--- config.mk ---
export PLATFORM = sky130hd
export DESIGN_NAME = alu_seq
export DESIGN_NICKNAME = d
export VERILOG_FILES = /design/src/rtl/alu_pkg.sv /design/src/rtl/alu_mul_seq.sv /design/src/rtl/alu_seq.sv
export SDC_FILE = /design/constraint.sdc
export NUM_CORES = 1
export LEC_CHECK = 0
export CAP_MARGIN = 25
export CORE_MARGIN = 4
export CORE_UTILIZATION = 47
export CTS_CLUSTER_DIAMETER = 200
export DETAILED_ROUTE_END_ITERATION = 10
export GPL_TIMING_DRIVEN = 1
export HOLD_SLACK_MARGIN = 0.05
export PLACE_DENSITY = 0.66
export SYNTH_ARGS = -nofsm -noshare
export SYNTH_HDL_FRONTEND = slang
export SYNTH_HIERARCHICAL = 1
export SYNTH_SLANG_ARGS = --single-unit
export TNS_END_PERCENT = 5
--- constraint.sdc ---
create_clock -name clk -period 3.99 [get_ports clk]
set_input_delay 0.5985 -clock clk [delete_from_list [all_inputs] [get_ports clk]]
set_output_delay 0.5985 -clock clk [all_outputs]
set_load 0.01 [all_outputs]
--- src/rtl/alu_pkg.sv ---
// Shared definitions for the sequential ALU: opcodes, FSM states and flag bit positions.
package alu_pkg;

    typedef enum logic [2:0] {
        OP_ADD = 3'b000,
        OP_SUB = 3'b001,
        OP_AND = 3'b010,
        OP_OR  = 3'b011,
        OP_XOR = 3'b100,
        OP_SHL = 3'b101,
        OP_MUL = 3'b110,
        OP_ACC = 3'b111
    } opcode_e;

    typedef enum logic [1:0] {
        ST_IDLE = 2'd0,
        ST_MUL  = 2'd1,
        ST_DONE = 2'd2
    } state_e;

    // Bit positions inside the {Z,N,C,V} flags vector.
    localparam int FLAG_Z = 3;
    localparam int FLAG_N = 2;
    localparam int FLAG_C = 1;
    localparam int FLAG_V = 0;

endpackage

--- src/rtl/alu_mul_seq.sv ---
// Unsigned shift-add multiplier taking exactly WIDTH iterations.
// The first iteration happens on the start edge itself, so done rises
// WIDTH-1 edges after start and the product is valid while done is high.
module alu_mul_seq
    import alu_pkg::*;
#(
    parameter int WIDTH = 8
) (
    input  logic               clk,
    input  logic               rst_n,
    input  logic               en,
    input  logic               start,
    input  logic [WIDTH-1:0]   a,
    input  logic [WIDTH-1:0]   b,
    output logic               done,
    output logic [2*WIDTH-1:0] product
);

    localparam int CNT_W = $clog2(WIDTH + 1);
    localparam logic [CNT_W-1:0] LAST = CNT_W'(WIDTH);

    logic [2*WIDTH-1:0] mcand_q, mcand_d;
    logic [WIDTH-1:0]   mplier_q, mplier_d;
    logic [2*WIDTH-1:0] prod_q, prod_d;
    logic [CNT_W-1:0]   count_q, count_d;
    logic               active_q, active_d;

    assign done    = active_q && (count_q == LAST);
    assign product = prod_q;

    // Next-state for the shift-add datapath: load plus first iteration on start, then one iteration per enabled cycle.
    always_comb begin
        mcand_d  = mcand_q;
        mplier_d = mplier_q;
        prod_d   = prod_q;
        count_d  = count_q;
        active_d = active_q;
        if (en) begin
            if (start) begin
                mcand_d  = {{WIDTH{1'b0}}, a} << 1;
                mplier_d = b >> 1;
                prod_d   = b[0] ? {{WIDTH{1'b0}}, a} : '0;
                count_d  = CNT_W'(1);
                active_d = 1'b1;
            end else if (active_q) begin
                if (done) begin
                    active_d = 1'b0;
                    count_d  = '0;
                end else begin
                    if (mplier_q[0]) begin
                        prod_d = prod_q + mcand_q;
                    end
                    mcand_d  = mcand_q << 1;
                    mplier_d = mplier_q >> 1;
                    count_d  = count_q + CNT_W'(1);
                end
            end
        end
    end

    // Multiplier registers; reset aborts any multiply in progress.
    always_ff @(posedge clk or negedge rst_n) begin
        if (!rst_n) begin
            mcand_q  <= '0;
            mplier_q <= '0;
            prod_q   <= '0;
            count_q  <= '0;
            active_q <= 1'b0;
        end else begin
            mcand_q  <= mcand_d;
            mplier_q <= mplier_d;
            prod_q   <= prod_d;
            count_q  <= count_d;
            active_q <= active_d;
        end
    end

endmodule

--- src/rtl/alu_seq.sv ---
// Sequential ALU with valid/ready handshake, multi-cycle multiply and a 2*WIDTH accumulator.
// A new request may be taken while idle or while the pending result is being drained.
module alu_seq
    import alu_pkg::*;
#(
    parameter int WIDTH = 8
) (
    input  logic               clk,
    input  logic               rst_n,
    input  logic               en,
    input  logic               in_valid,
    output logic               in_ready,
    input  logic [2:0]         opcode,
    input  logic [WIDTH-1:0]   a,
    input  logic [WIDTH-1:0]   b,
    input  logic               acc_clr,
    output logic               out_valid,
    input  logic               out_ready,
    output logic [2*WIDTH-1:0] result,
    output logic [3:0]         flags,
    output logic               busy
);

    localparam int SH_W = $clog2(WIDTH);

    state_e             state_q, state_d;
    logic               out_valid_q, out_valid_d;
    logic [2*WIDTH-1:0] result_q, result_d;
    logic [3:0]         flags_q, flags_d;
    logic [2*WIDTH-1:0] acc_q, acc_d;

    opcode_e            op;
    logic               accept;
    logic               mul_done;
    logic [2*WIDTH-1:0] mul_product;
    logic [WIDTH:0]     add_full;
    logic [WIDTH:0]     sub_full;
    logic [WIDTH:0]     shl_full;
    logic [2*WIDTH-1:0] acc_base;
    logic [2*WIDTH:0]   acc_full;
    logic [2*WIDTH-1:0] alu_res;
    logic [3:0]         alu_flags;

    assign op        = opcode_e'(opcode);
    assign in_ready  = en && (state_q != ST_MUL) && (!out_valid_q || out_ready);
    assign accept    = in_valid && in_ready;
    assign busy      = (state_q != ST_IDLE);
    assign out_valid = out_valid_q;
    assign result    = result_q;
    assign flags     = flags_q;

    assign add_full = {1'b0, a} + {1'b0, b};
    assign sub_full = {1'b0, a} - {1'b0, b};
    assign shl_full = {1'b0, a} << b[SH_W-1:0];
    assign acc_base = acc_clr ? '0 : acc_q;
    assign acc_full = {1'b0, acc_base} + {{(WIDTH+1){1'b0}}, a};

    alu_mul_seq #(.WIDTH(WIDTH)) u_mul (
        .clk     (clk),
        .rst_n   (rst_n),
        .en      (en),
        .start   (accept && (op == OP_MUL)),
        .a       (a),
        .b       (b),
        .done    (mul_done),
        .product (mul_product)
    );

    // Single-cycle result and flags for every opcode except MUL.
    always_comb begin
        alu_res   = '0;
        alu_flags = '0;
        case (op)
            OP_ADD: begin
                alu_res           = {{(WIDTH-1){1'b0}}, add_full};
                alu_flags[FLAG_C] = add_full[WIDTH];
                alu_flags[FLAG_V] = (a[WIDTH-1] == b[WIDTH-1]) && (add_full[WIDTH-1] != a[WIDTH-1]);
            end
            OP_SUB: begin
                alu_res           = {{WIDTH{1'b0}}, sub_full[WIDTH-1:0]};
                alu_flags[FLAG_C] = sub_full[WIDTH];
                alu_flags[FLAG_V] = (a[WIDTH-1] != b[WIDTH-1]) && (sub_full[WIDTH-1] != a[WIDTH-1]);
            end
            OP_AND: alu_res = {{WIDTH{1'b0}}, a & b};
            OP_OR:  alu_res = {{WIDTH{1'b0}}, a | b};
            OP_XOR: alu_res = {{WIDTH{1'b0}}, a ^ b};
            OP_SHL: begin
                alu_res           = {{WIDTH{1'b0}}, shl_full[WIDTH-1:0]};
                alu_flags[FLAG_C] = shl_full[WIDTH];
            end
            OP_ACC: begin
                alu_res           = acc_full[2*WIDTH-1:0];
                alu_flags[FLAG_C] = acc_full[2*WIDTH];
            end
            default: alu_res = '0;
        endcase
        alu_flags[FLAG_Z] = (alu_res == '0);
        alu_flags[FLAG_N] = (op == OP_ACC) ? alu_res[2*WIDTH-1] : alu_res[WIDTH-1];
    end

    // FSM next-state, output registers and accumulator; everything holds while en is low.
    always_comb begin
        state_d     = state_q;
        out_valid_d = out_valid_q;
        result_d    = result_q;
        flags_d     = flags_q;
        acc_d       = acc_q;
        if (en) begin
            if (acc_clr) begin
                acc_d = '0;
            end
            if (accept) begin
                if (op == OP_MUL) begin
                    state_d     = ST_MUL;
                    out_valid_d = 1'b0;
                end else begin
                    state_d     = ST_DONE;
                    out_valid_d = 1'b1;
                    result_d    = alu_res;
                    flags_d     = alu_flags;
                    if (op == OP_ACC) begin
                        acc_d = acc_full[2*WIDTH-1:0];
                    end
                end
            end else begin
                case (state_q)
                    ST_MUL: begin
                        if (mul_done) begin
                            state_d           = ST_DONE;
                            out_valid_d       = 1'b1;
                            result_d          = mul_product;
                            flags_d           = '0;
                            flags_d[FLAG_Z]   = (mul_product == '0);
                            flags_d[FLAG_N]   = mul_product[2*WIDTH-1];
                        end
                    end
                    ST_DONE: begin
                        if (out_ready) begin
                            state_d     = ST_IDLE;
                            out_valid_d = 1'b0;
                        end
                    end
                    default: state_d = state_q;
                endcase
            end
        end
    end

    // State and output registers with asynchronous active-low reset.
    always_ff @(posedge clk or negedge rst_n) begin
        if (!rst_n) begin
            state_q     <= ST_IDLE;
            out_valid_q <= 1'b0;
            result_q    <= '0;
            flags_q     <= '0;
            acc_q       <= '0;
        end else begin
            state_q     <= state_d;
            out_valid_q <= out_valid_d;
            result_q    <= result_d;
            flags_q     <= flags_d;
            acc_q       <= acc_d;
        end
    end

endmodule

# Yosys cells after proc, flatten, opt, wreduce, memory -nomap -nowiden
# Cells that the tools add are included.
# totals
out_inout_bits	23
regBits	84
word_cells	104
in_bits	25
# op_classes
n_reduce_logical	23
shift	1
n_mux	43
n_bitwise	3
eq_ne	19
add_sub_neg	5
# ops
cell	count
two-way mux 16 bit	15
one-hot mux 16 bit (7 select lines)	1
logical NOT 16 bit	2
two-way mux 8 bit	4
two-way mux 4 bit	7
adder 16 x 8 -> 17 bit	1
adder 16 bit	1
== test 3 bit, second input constant	4
AND reduction 4 bit	3
nonzero test 2 bit	5
adder 8 x 8 -> 9 bit	1
<< shifter 8 x 3 -> 9 bit	1
subtractor 8 x 8 -> 9 bit	1
bitwise AND 8 bit	1
two-way mux 1 bit	8
two-way mux 2 bit	4
bitwise OR 8 bit	1
bitwise XOR 8 bit	1
logical AND 1 bit	7
== test 3 x 2 -> 1 bit, second input constant	2
inequality test 3 bit, second input constant	2
adder 4 x 1 -> 4 bit, second input constant	1
== test 4 bit, second input constant	1
inequality test 2 x 1 -> 1 bit, second input constant	2
15 further kinds	18

# Longest topological paths before layout
# Gate-level depths: netlist of run 1.
# logic_depth
ltp_word	7
ltp_mapped	12
depth_no_buf	12

# Hierarchy
# Netlist of run 1, hierarchy kept.
# modules_own_cells
mod	instances	area_each_um2	seq_area_each_um2	cells_each
alu_seq	1	3931.3	950.9	485
alu_mul_seq	1	2615.0	1076.0	277

# Worst setup path before layout of run 1
# Ideal clock, no wire load.
# synth_path
kind	input to register
startpoint	in acc_clr
endpoint	reg flags_q[3], in the netlist flags[3]
t_required_ns	3.898
path_stages	12
slack_ns	0.915
arrival_time_ns	2.984
n_path_buf	1
setup_ns	0.092
cell_sequence	clkbuf_1 > nor2b_1 > ha_1 > fa_1 > a211oi_2 > o211ai_1 > and4bb_1 > xnor2_1 > nor2_1 > a2111oi_0 > nand4_1 > o31ai_2
# synth_between
elab_chain_len	6
# synth_rtl
element	line	rtl
start: declaration	alu_seq.sv:16	input logic acc_clr,
two-way mux 16 bit	alu_seq.sv:55	assign acc_base = acc_clr ? '0 : acc_q;
adder 16 x 8 -> 17 bit	alu_seq.sv:56	assign acc_full = {1'b0, acc_base} + {{(WIDTH+1){1'b0}}, a};
one-hot mux 16 bit (7 select lines)	alu_seq.sv:73	case (op)
logical NOT 16 bit	alu_seq.sv:97	alu_flags[FLAG_Z] = (alu_res == '0);
two-way mux 4 bit	alu_seq.sv:113	if (op == OP_MUL) begin
two-way mux 4 bit	alu_seq.sv:112	if (accept) begin
end signal: assignment	alu_seq.sv:161	flags_q <= flags_d;
end: declaration	alu_seq.sv:29	logic [3:0] flags_q, flags_d;
# No other way between the ends. The select of a mux whose other input is x is not followed.
# A chain may end at the register's enable or synchronous reset.

# Worst setup path after layout of run 1
# Ends and elaborated chain as after synthesis.

==> results of run 1 <==
[registers in the layout, indices dropped and copies added (netlist names)]
register / flops
u_mul/mplier_q: 7
u_mul/product: 16
u_mul/count_q: 4
result: 16
u_mul/mcand_q: 15
acc_q: 16
u_mul/active_q: 1
state_q: 2
flags: 4
[cell type report]
cell class              count  area, um^2
clock buffers              10         229
clock inverters             6        90.1
fillers                  1275        5790
inverters                  39         146
multi-input cells         607        4200
flip-flops and latches     81        2030
well taps                 176         220
repair buffers             83         758
[through the flow]
step	setup slack, ps	total power, uW	utilization	instances
floorplan	915	1940	-	762
global placement	286	2440	0.544	985
detailed placement	206	2470	0.544	985
CTS	569	3390	0.568	1001
global route	314	3590	0.570	1002
finish	521	3390	0.570	1002
[critical path: stages]
cell	delay (ps)
clkdlybuf4s50_1	560
nor2b_1	70
ha_1	230
fa_1	440
a211oi_2	280
o211ai_1	230
and4bb_1	330
xnor2_1	170
nor2_1	70
a2111oi_0	400
nand4_1	170
o31ai_2	190
[final timing paths]
path | start | to | slack (ps) | depth (start not counted)
hold / removal | rst_n | acc_q[7]$_DFFE_PN0P_ | 90 | 1
setup / recovery | acc_clr | flags[3]$_DFFE_PN0P_ | 520 | 12
min in group clk | result[12]$_DFFE_PN0P_ | result[12]$_DFFE_PN0P_ | 470 | 2
hold reg to reg | result[12]$_DFFE_PN0P_ | result[12]$_DFFE_PN0P_ | 470 | 2
setup reg to reg | acc_q[0]$_DFFE_PN0P_ | flags[3]$_DFFE_PN0P_ | 910 | 11
max in group asynchronous | rst_n | u_mul/mcand_q[15]$_DFFE_PN0P_ | 3310 | 2
[power breakdown]
| group | switching (uW) | internal, uW |
|---|---|---|
| sequential | 189 | 1030 |
| combinational | 672 | 588 |
| clock | 358 | 552 |
[synthesized netlist by cell type, drive strengths merged (4+ instances only)]
library cell  count  share of area
a21oi            44          0.035
and3              4         0.0038
mux2i            21          0.032
o221ai            4         0.0063
inv              39          0.022
a221o             4         0.0061
nor3             18          0.015
nand4             9         0.0086
nand2            90          0.052
ha               49          0.094
nor2b            20          0.021
o21a              4         0.0046
o211ai            9          0.011
a32o              5         0.0076
a221oi            7         0.0094
a21o             17          0.019
a22oi             5         0.0065
o21ai            71          0.054
a211oi           12          0.017
nor4              8         0.0076
a31oi             8         0.0076
or3               4         0.0038
clkbuf           12         0.0069
buf              23          0.020
nand2b           12          0.013
o22ai             6         0.0057
nand3            21          0.016
a22o             16          0.021
xnor2            18          0.024
a32oi             4         0.0054
xor2             10          0.013
o31ai             5         0.0065
nor2             50          0.029
fa                4          0.012
dfrtp            81           0.31
[kinds of logic (layout without fill, tap and decap cells)]
| group | after synthesis | after routing | synth area share |
|---|---|---|---|
| DFF | 81 | 81 | 0.310 |
| adders and majority gates | 53 | 53 | 0.106 |
| muxes | 25 | 25 | 0.0419 |
| and+or+nand+nor | 254 | 254 | 0.193 |
| buffers and inverters | 74 | 138 | 0.0497 |
| AOI/OAI and AO/OA | 247 | 247 | 0.263 |
| xor gates and xnor gates | 28 | 28 | 0.0375 |
[routing by layer]
metal,part of all wire,track usage,vias up
met5,0,0,-
met4,0.021,0.0744,0
met3,0.066,0.0453,36
met2,0.45,0.393,233
met1,0.47,0.376,3021
li1,-,-,2921
==> run metrics, run 1 <==
outcome=finished clean; Starting Density=0.487; CTS Buffer Depth=2; final instance area=7670 um^2; synthesized cell area=6550 um^2; 1st-iter DRT viols=605; syn nets=840; post-CTS sizing=0; GRT Total Usage=0.258; routability cong.=0.953; critical path type=in2reg; n_diodes=0; endpoints failing setup=0; layout cell share with drive strength beyond 1=0.104; Post-synth EDFFs=0; Hold Vio Cnt, Final=0; Max Cap Viol=0; Req. time, crit path=4250 ps; die height=126 um; CTS buffer count=9; vias in the first global route=5972; Pwr per Cell Area=442 nW/um^2; Mean Syn Cell Area=8.59 um^2; Unique masters post-synth=84; hold crit path type=in2async; #FFs+latches synth=81; VDD IR max=0.277 mV; TritonCTS clock tree=yes; RSZ-0062 raised after global routing=false; register area share after synthesis=0.310; CP arrival=3730 ps; Final Hold Slack=89.6 ps; Cell Area, Placed=7320 um^2; Setup TNS=0 ps; Worst Path Max Fanout=4; drt wl/cell=20.4 um; area of the die=15900 um^2; CTS Sinks=81; prevailing post-synth register cell=dfrtp_1; area delta synth->final=17.1%; FP Rows=42; antenna violations before repair=0; Worst Skew=7.81 ps; largest net degree at the start of global routing=82; I/O pin count=48; Final Cycle Share=0.869; commonest non-fill, non-tap cell in the layout=nand2_1; Yosys warnings=6; Hold Buf Count CTS=0; commonest cells after routing, fill and taps aside=89 x nand2_1, 81 x dfrtp_1, 67 x o21ai_0; Slew headroom=0.589; Root Driver=clkbuf_16; First-pass DRT Iterations=5; FFs w/ async S/R, synth=1.00; detailed placement HPWL=15.7 mm; Slew Limit Fails=0; core area=13500 um^2; overall die width=126 um; via count=6211; H-tree levels=3; fin crit period=3470 ps; maximum clock rate=288 MHz; Mapped Cells=762; Slew @ Worst Pin=614 ps; DR vias/cell=6.20; post-route ant nets=0; Setup crit end kind=flop; setup bufs post-CTS=0; Layout Nets=899; startpoint types=input port; Skew-Pair Late Insertion Delay=340 ps; WL final=20.5 mm; leakage=0.00332 uW; DRC Markers=0; total grt overflow=0; first-pass GRT wire length=32.9 mm; Buffers on Ports=47; Worst-path clk slew=70 ps
No activity file was read; power rests on OpenSTA's default activity.
==> run 2: changes to the inputs <==
--- a/config.mk
+++ b/config.mk
@@ -12,7 +12,8 @@
 export DETAILED_ROUTE_END_ITERATION = 10
 export GPL_TIMING_DRIVEN = 1
 export HOLD_SLACK_MARGIN = 0.05
-export PLACE_DENSITY = 0.66
+export PLACE_DENSITY_LB_ADDON = 0.3
+export RECOVER_POWER = 50
 export SYNTH_ARGS = -nofsm -noshare
 export SYNTH_HDL_FRONTEND = slang
 export SYNTH_HIERARCHICAL = 1
==> run metrics, run 2 (same netlist as run 1, synthesis figures left out) <==
hold crit path type=in2async (unchanged); routability cong.=0.981 (was 0.953); Setup crit end kind=flop (unchanged); Root Driver=clkbuf_16 (unchanged); Slew Limit Fails=75 (was 0); leakage=0.00330 uW (was 0.00332 uW); H-tree levels=3 (unchanged); Setup TNS=0 ps (unchanged); area of the die=15900 um^2 (unchanged); commonest cells after routing, fill and taps aside=89 x nand2_1, 81 x dfrtp_1, 67 x o21ai_0 (unchanged); TritonCTS clock tree=yes (unchanged); antenna violations before repair=0 (unchanged); 1st-iter DRT viols=816 (was 605); vias in the first global route=6029 (was 5972); post-route ant nets=0 (unchanged); Pwr per Cell Area=434 nW/um^2 (was 442 nW/um^2); Max Cap Viol=1 (was 0); failing checks=max-capacitance violations, max-slew violations; Req. time, crit path=4250 ps (about the same); setup bufs post-CTS=0 (unchanged); Layout fillers=1256 (was 1275); fin worst setup slack=441 ps (was 521 ps); Buffers on Ports=47 (unchanged); critical path type=in2reg (unchanged); Worst Path Max Fanout=5 (was 4); Worst Skew=6.22 ps (was 7.81 ps); Starting Density=0.487 (unchanged); CTS Buffer Depth=2 (unchanged); die height=126 um (unchanged); area delta synth->final=16.3% (was 17.1%); Slew @ Worst Pin=1830 ps (was 614 ps); DRC Markers=0 (unchanged); I/O pin count=48 (unchanged); CTS Sinks=81 (unchanged); post-place setup slack=166 ps (was 206 ps); via count=6254 (was 6211); Final Hold Slack=174 ps (was 89.6 ps); outcome=finished with violations (was finished clean); DR vias/cell=6.25 (was 6.20); core area=13500 um^2 (unchanged); First-pass DRT Iterations=7 (was 5); drt wl/cell=20.3 um (was 20.4 um); startpoint types=input port (unchanged); WL final=20.3 mm (was 20.5 mm); detailed placement HPWL=15.5 mm (was 15.7 mm); Worst-path clk slew=60 ps (was 70 ps); Hold Vio Cnt, Final=0 (unchanged); first-pass GRT wire length=32.9 mm (about the same); Final Cycle Share=0.889 (was 0.869); layout cell share with drive strength beyond 1=0.102 (was 0.104); n_diodes=0 (unchanged); total grt overflow=0 (unchanged); overall die width=126 um (unchanged); largest net degree at the start of global routing=82 (unchanged); Hold Buf Count CTS=0 (unchanged); CP arrival=3810 ps (was 3730 ps); maximum clock rate=282 MHz (was 288 MHz); post-CTS sizing=0 (unchanged); worst r2r path cells=11 (unchanged); fin crit period=3550 ps (was 3470 ps); GRT Total Usage=0.259 (was 0.258); Skew-Pair Late Insertion Delay=350 ps (was 340 ps); Layout Nets=897 (was 899); commonest non-fill, non-tap cell in the layout=nand2_1 (unchanged); VDD IR max=0.348 mV (was 0.277 mV); CTS buffer count=9 (unchanged); Slew headroom=-0.222 (was 0.589); FP Rows=42 (unchanged); endpoints failing setup=0 (unchanged); RSZ-0062 raised after global routing=false (unchanged)
-- run 2: cell count changes in the layout (fill, tap and decap cells not counted) --
cell | previous run | this run
clkdlybuf4s50_1 | 46 | 35
clkbuf_2 | 0 | 1
buf_16 | 1 | 0
clkbuf_8 | 0 | 1
buf_4 | 36 | 33
bufinv_16 | 2 | 1
inv_6 | 2 | 1
clkinvlp_4 | 1 | 3
dlygate4sd3_1 | 0 | 11
-- run 2: metal layers --
| layer | GRT usage | up-vias | part of all wire |
|---|---|---|---|
| met2 | 0.400 | 313 | 0.45 |
| li1 | - | 2900 | - |
| met3 | 0.0601 | 37 | 0.086 |
| met4 | 0.0770 | 0 | 0.021 |
| met1 | 0.364 | 3004 | 0.44 |
| met5 | 0 | - | 0 |
-- run 2: where the power goes --
part	total, uW	switching, uW	leakage [uW]	internal, uW
clock	849	346	0.000141	502
combinational	1240	671	0.00208	569
sequential	1220	191	0.00108	1030
-- run 2: final timing paths --
path	start	endpoint	slack (ps)
setup / recovery	a[0]	flags[3]$_DFFE_PN0P_	440
hold / removal	rst_n	acc_q[2]$_DFFE_PN0P_	170
setup reg to reg	acc_q[0]$_DFFE_PN0P_	flags[3]$_DFFE_PN0P_	880
hold reg to reg	result[12]$_DFFE_PN0P_	result[12]$_DFFE_PN0P_	460
max in group asynchronous	rst_n	u_mul/mcand_q[14]$_DFFE_PN0P_	1680
min in group clk	result[12]$_DFFE_PN0P_	result[12]$_DFFE_PN0P_	460
-- run 2: layout make-up --
type,count,area (um^2),area share
sequential,81,2030,0.266
clock buffer,10,239,0.0314
clock inverter,6,66.3,0.00871
inverter,39,146,0.0192
tap,176,220,0.0289
timing repair buffer,81,717,0.0942
multi-input combinational,607,4200,0.551
-- run 2: worst max-delay path, cell delays in order --
cell and delay, ps:
clkdlybuf4s50_1 610, ha_1 370, fa_1 450, a211oi_2 260
o211ai_1 170, and4bb_1 320, xnor2_1 190, nor2_1 80
a2111oi_0 390, nand4_1 170, o31ai_2 190
-- run 2: metrics by stage --
step | instance area, um^2 | cells | total power, uW | util
after floorplan | 6550 | 762 | 1940 | -
after global placement | 7310 | 983 | 2430 | 0.543
after detailed placement | 7310 | 983 | 2470 | 0.543
after CTS | 7610 | 999 | 3330 | 0.566
after global routing | 7610 | 1000 | 3510 | 0.566
final | 7610 | 1000 | 3310 | 0.566
==> run 3: changes to the inputs <==
--- a/config.mk
+++ b/config.mk
@@ -5,9 +5,9 @@
 export SDC_FILE = /design/constraint.sdc
 export NUM_CORES = 1
 export LEC_CHECK = 0
-export CAP_MARGIN = 25
+export CAP_MARGIN = 15
 export CORE_MARGIN = 4
-export CORE_UTILIZATION = 47
+export CORE_UTILIZATION = 48
 export CTS_CLUSTER_DIAMETER = 200
 export DETAILED_ROUTE_END_ITERATION = 10
 export GPL_TIMING_DRIVEN = 1
==> constraint.sdc (replaced) <==
create_clock -name clk -period 3.9 [get_ports clk]
set_input_delay 0.585 -clock clk [delete_from_list [all_inputs] [get_ports clk]]
set_output_delay 0.585 -clock clk [all_outputs]
set_load 0.01 [all_outputs]
==> run metrics, run 3 (same netlist as run 1, synthesis figures left out) <==
Root Driver=clkbuf_16 (unchanged); First-pass DRT Iterations=5 (was 7); final instance area=7630 um^2 (was 7610 um^2); endpoints failing setup=0 (unchanged); area of the die=15600 um^2 (was 15900 um^2); Pwr per Cell Area=454 nW/um^2 (was 434 nW/um^2); n_diodes=0 (unchanged); FP Rows=42 (unchanged); Util after Layout=0.574 (was 0.566); largest net degree at the start of global routing=82 (unchanged); vias in the first global route=6003 (was 6029); detailed placement HPWL=15.2 mm (was 15.5 mm); layout cell share with drive strength beyond 1=0.0999 (was 0.102); CTS Buffer Depth=2 (unchanged); outcome=finished with violations (unchanged); leakage=0.00332 uW (was 0.00330 uW); I/O pin count=48 (unchanged); maximum clock rate=294 MHz; Clock Power Share=0.275 (was 0.257); Layout Nets=894 (was 897); die height=125 um (was 126 um); Worst Path Max Fanout=6 (was 5); dpl cells=981 (was 983); H-tree levels=3 (unchanged); core area=13300 um^2 (was 13500 um^2); setup bufs post-CTS=0 (unchanged); via count=6296 (was 6254); area delta synth->final=16.5% (was 16.3%); Non-Filler Instances=997 (was 1000); sequential fraction of design power=0.360 (was 0.368); Tot Pwr=3460 uW (was 3310 uW); overall die width=125 um (was 126 um); Worst Skew=7.92 ps (was 6.22 ps); VDD IR max=0.288 mV (was 0.348 mV); Hold Buf Count CTS=0 (unchanged); WL final=19.9 mm (was 20.3 mm); Max Cap Viol=1 (unchanged); TritonCTS clock tree=yes (unchanged); Slew @ Worst Pin=2060 ps (was 1830 ps); routability cong.=0.947 (was 0.981); family with the most delay on the worst path=compound AO/OA/AOI/OAI gates (unchanged); CP max stage delay=590 ps (was 610 ps); GRT Total Usage=0.254 (was 0.259); CP Buf/Inv Count=1 (unchanged); Layout fillers=1195 (was 1256); Hold Vio Cnt, Final=0 (unchanged); Setup TNS=0 ps (unchanged); CTS buffer count=9 (unchanged); CTS Sinks=81 (unchanged); Worst-path clk slew=60 ps (about the same); DR vias/cell=6.31 (was 6.25); Pint=2240 uW (was 2100 uW); CP arrival=3650 ps (was 3810 ps); P_sw=1220 uW (was 1210 uW); 1st-iter DRT viols=843 (was 816); Crit-path slowest cell=clkdlybuf4s50_1 (unchanged); Starting Density=0.492 (was 0.487); total grt overflow=0 (unchanged); post-route ant nets=0 (unchanged); fin crit period=3400 ps; drt wl/cell=20.0 um (was 20.3 um); sw frac=0.352 (was 0.365); commonest non-fill, non-tap cell in the layout=nand2_1 (unchanged); RSZ-0062 raised after global routing=false (unchanged); startpoint types=input port (unchanged); Req. time, crit path=4150 ps (was 4250 ps); Buffers on Ports=47 (unchanged); Skew-Pair Late Insertion Delay=340 ps (was 350 ps); DRC Markers=0 (unchanged); Slew headroom=-0.371 (was -0.222); commonest cells after routing, fill and taps aside=89 x nand2_1, 81 x dfrtp_1, 67 x o21ai_0 (unchanged); first-pass GRT wire length=32.1 mm (was 32.9 mm); post-CTS sizing=0 (unchanged); Cell Area, Placed=7290 um^2 (was 7310 um^2); Final Cycle Share=0.873; Setup crit end kind=flop (unchanged); critical path type=in2reg (unchanged); hold crit path type=reg2reg (was in2async); Slew Limit Fails=82 (was 75); failing checks=max-capacitance violations, max-slew violations (unchanged); combinational share of power=0.365 (was 0.375); crit path cell chain=clkdlybuf4s50_1 > ha_1 > fa_1 > a211oi_2 > o211ai_1 > and4bb_1 > xnor2_1 > nor2_1 > a2111oi_0 > nand4_1 > o31ai_2 (unchanged); antenna violations before repair=0 (unchanged)
==> run 3: per-layer routing <==
layer  global-route usage  part of all wire
met2                0.400              0.46
met3               0.0407             0.081
met4               0.0690             0.019
met1                0.364              0.44
met5                    0                 0
==> run 3: area by class of cell <==
cell class,count,area (um^2),share of cell area
repair buffers,78,698,0.0915
multi-input cells,607,4200,0.550
flip-flops and latches,81,2030,0.266
clock buffers,12,267,0.0349
inverters,39,146,0.0192
well taps,176,220,0.0289
clock inverters,4,73.8,0.00968
==> run 3: worst register-to-register path: cells and delay by family, from the launching register on <==
family          cells  cell delay [ps]
xor+xnor            1              170
simple gates        4              690
flops               1              390
fa+ha+maj           2              640
compound gates      4              990
==> run 3: power groups by stage <==
stage / combinational (uW) / sequential [uW] / clock (uW)
floorplan: 756 / 1230 / 0
global placement: 1240 / 1250 / 0
detailed placement: 1270 / 1260 / 0
CTS: 1270 / 1240 / 965
global route: 1400 / 1270 / 1000
finish: 1260 / 1250 / 952
==> run 3: worst paths after layout <==
kind	endpoint	depth (start not counted)	slack (ps)	start
worst min register to register	result[12]$_DFFE_PN0P_	2	470	result[12]$_DFFE_PN0P_
min in group asynchronous	acc_q[0]$_DFFE_PN0P_	1	820	rst_n
max in group asynchronous	u_mul/mcand_q[13]$_DFFE_PN0P_	1	1860	rst_n
worst max-delay path	flags[3]$_DFFE_PN0P_	11	500	a[0]
worst min-delay path	result[12]$_DFFE_PN0P_	2	470	result[12]$_DFFE_PN0P_
worst max register to register	flags[3]$_DFFE_PN0P_	11	930	acc_q[0]$_DFFE_PN0P_
==> run 3: per-stage QoR <==
step / setup WS, ps / hold slack, ps
detailed placement: 209 / 465
finish: 496 / 466
floorplan: 838 / 289
global route: 270 / 487
CTS: 548 / 457
global placement: 195 / 455
==> RTL change, RTL diff (flow settings as in run 3) <==
Re-encode `state_e` (3 states) as one-hot, 3 bits wide.
--- a/src/rtl/alu_pkg.sv
+++ b/src/rtl/alu_pkg.sv
@@ -12,10 +12,10 @@
         OP_ACC = 3'b111
     } opcode_e;
 
-    typedef enum logic [1:0] {
-        ST_IDLE = 2'd0,
-        ST_MUL  = 2'd1,
-        ST_DONE = 2'd2
+    typedef enum logic [2:0] {
+        ST_IDLE = 3'b001,
+        ST_MUL  = 3'b010,
+        ST_DONE = 3'b100
     } state_e;
 
     // Bit positions inside the {Z,N,C,V} flags vector.
Function: same outputs for any inputs over 4 cycles, from zero or initial values and one cycle with rst_n low; so few cycles prove little.
==> RTL change against run 3 <==
- the run still ends with max-capacitance violations, max-slew violations left
- register-to-register slack improved by 0.04 ns
- sequential cell count grew 1
- clock power fell by 13%
- cell count rose by 0.80%
- setup slack better by 0.056 ns
- design area increased by 0.56%
- maximum frequency increased by 1.7%
- die area grew 1.6%
- routed wire length decreased by 0.57%
- total power shrank 6.7%
- area after synthesis is 1.7% higher
- via count down 1.4%
- critical endpoint unchanged
==> RTL change: results (changes against run 3) <==
Total track usage = 25.2% (-0.18 points)
Post-Synth Adder-Cell Area = 10.4% (-0.18 points)
Tightest Pin Transition = 2.03 ns (-0.0227 ns)
VDD IR max = 0.296 mV (+2.7%)
Reg-to-reg slack, setup = 0.97 ns (+0.04 ns)
M1 GR Usage = 33.8% (-2.6 points)
Violated checks = max-capacitance violations, max-slew violations
Synth unique cells = 85 (+1.2%)
Wire per inst = 19.7 um (-1.4%)
Post-synth top cells = 94 x nand2_1, 81 x dfrtp_1, 58 x o21ai_0
Placed inst area = 7390 um^2 (+1.3%)
Complex-gate fraction of the synthesized area = 24.7% (-1.6 points)
Met3 Usage GRT = 4.32% (+0.24 points)
Skew-Pair Late Insertion Delay = 0.35 ns
Pin count of the biggest net entering global routing = 83 (+1.2%)
Ys async rst share = 100% (unchanged)
First-pass GRT wire length = 32500 um (+1.2%)
Vias per cell = 6.18 (-2.2%)
CTS resizes = 0 (unchanged)
Synth area leaders = dfrtp_1 30%, ha_1 9.2%, nand2_1 5.3%
DR pass1 iterations = 5 (unchanged)
Synthesized netlist net count = 852 (+1.4%)
Outcome = finished with violations
Post-synthesis mux area share = 5.28% (+1.1 points)
Post-synthesis sequential area ratio = 30.8% (-0.13 points)
Fin nets = 902 (+0.89%)
Root Buffer = clkbuf_16
Max Slew Vio Count = 83 (+1.2%)
Xor/xnor share of the synthesized area = 3.55% (-0.19 points)
Worst Skew = 0.00948 ns (+0.00156 ns)
Share of post-route cells with drive strength above 1 = 9.65% (-0.34 points)
Initial detailed-routing violation count = 509 (-40%)
Grt met2 use = 41.9% (+1.9 points)
Number of global-route vias before repair = 6212 (+3.5%)
Hpwl dp = 15000 um (-1.5%)
GPL Wtd Cong = 0.969 (+2.3%)
Slowest Stage Delay on Critical Path = 0.61 ns (+0.02 ns)
Leakage = 3.39 nW (+2.1%)
Max Root-Sink Buffers = 2 (unchanged)
Hold/Removal Path Class = reg -> reg
Critical Path AT = 3.60 ns (-0.05 ns)
PortBufs = 47 (unchanged)
# Max-Cap Violations = 1 (unchanged)
==> RTL change: cell families (layout without fill, tap and decap cells) <==
family	Yosys count	count (layout)
buffers and inverters	79	134
muxes	31	31
adders and majority gates	53	53
DFF	82	82
and+or+nand+nor	268	268
AOI/OAI and AO/OA	234	234
xor gates and xnor gates	27	27
==> RTL change: cell type report <==
cell class | instances | area (um^2)
Fill cell | 1232 | 5730
Multi-Input combinational cell | 613 | 4270
Sequential cell | 82 | 2050
Timing Repair Buffer | 77 | 691
Clock buffer | 11 | 253
Tap cell | 176 | 220
Inverter | 41 | 154
Clock inverter | 5 | 35.0
==> RTL change: report_power, final <==
group	switching [mW]	total (mW)	internal (mW)
clock network	0.356	0.824	0.468
logic	0.633	1.17	0.534
registers	0.195	1.24	1.05
==> RTL change: final timing paths <==
kind	end	cells after the start	start
min reg2reg	acc_q[6]	2	acc_q[6]
max	flags[3]	12	acc_clr
min in group asynchronous	acc_q[11]	1	rst_n
max in group asynchronous	u_mul/mcand_q[8]	1	rst_n
max reg2reg	flags[3]	11	acc_q[0]
min	acc_q[6]	2	acc_q[6]
==> RTL change: stage by stage <==
stage / worst slack [ns] / hold WS, ns / cells
after floorplan: 0.666 / 0.289 / 774
after global placement: 0.304 / 0.451 / 989
after detailed placement: 0.240 / 0.461 / 989
after CTS: 0.598 / 0.464 / 1005
after global routing: 0.311 / 0.508 / 1005
final: 0.553 / 0.478 / 1005
==> RTL change: worst register-to-register path: cells and delay by family (launching register included) <==
kind	cells	cell delay (ns)
compound gates	4	0.96
xor+xnor	1	0.20
fa+ha+maj	2	0.65
flops	1	0.39
simple gates	4	0.66
==> RTL change: per-layer routing <==
layer  part of all wire, %  vias up
li1                      -     2931
met1                    43     2996
met2                    49      244
met3                   5.9       38
met4                   2.1        0
met5                     0        -
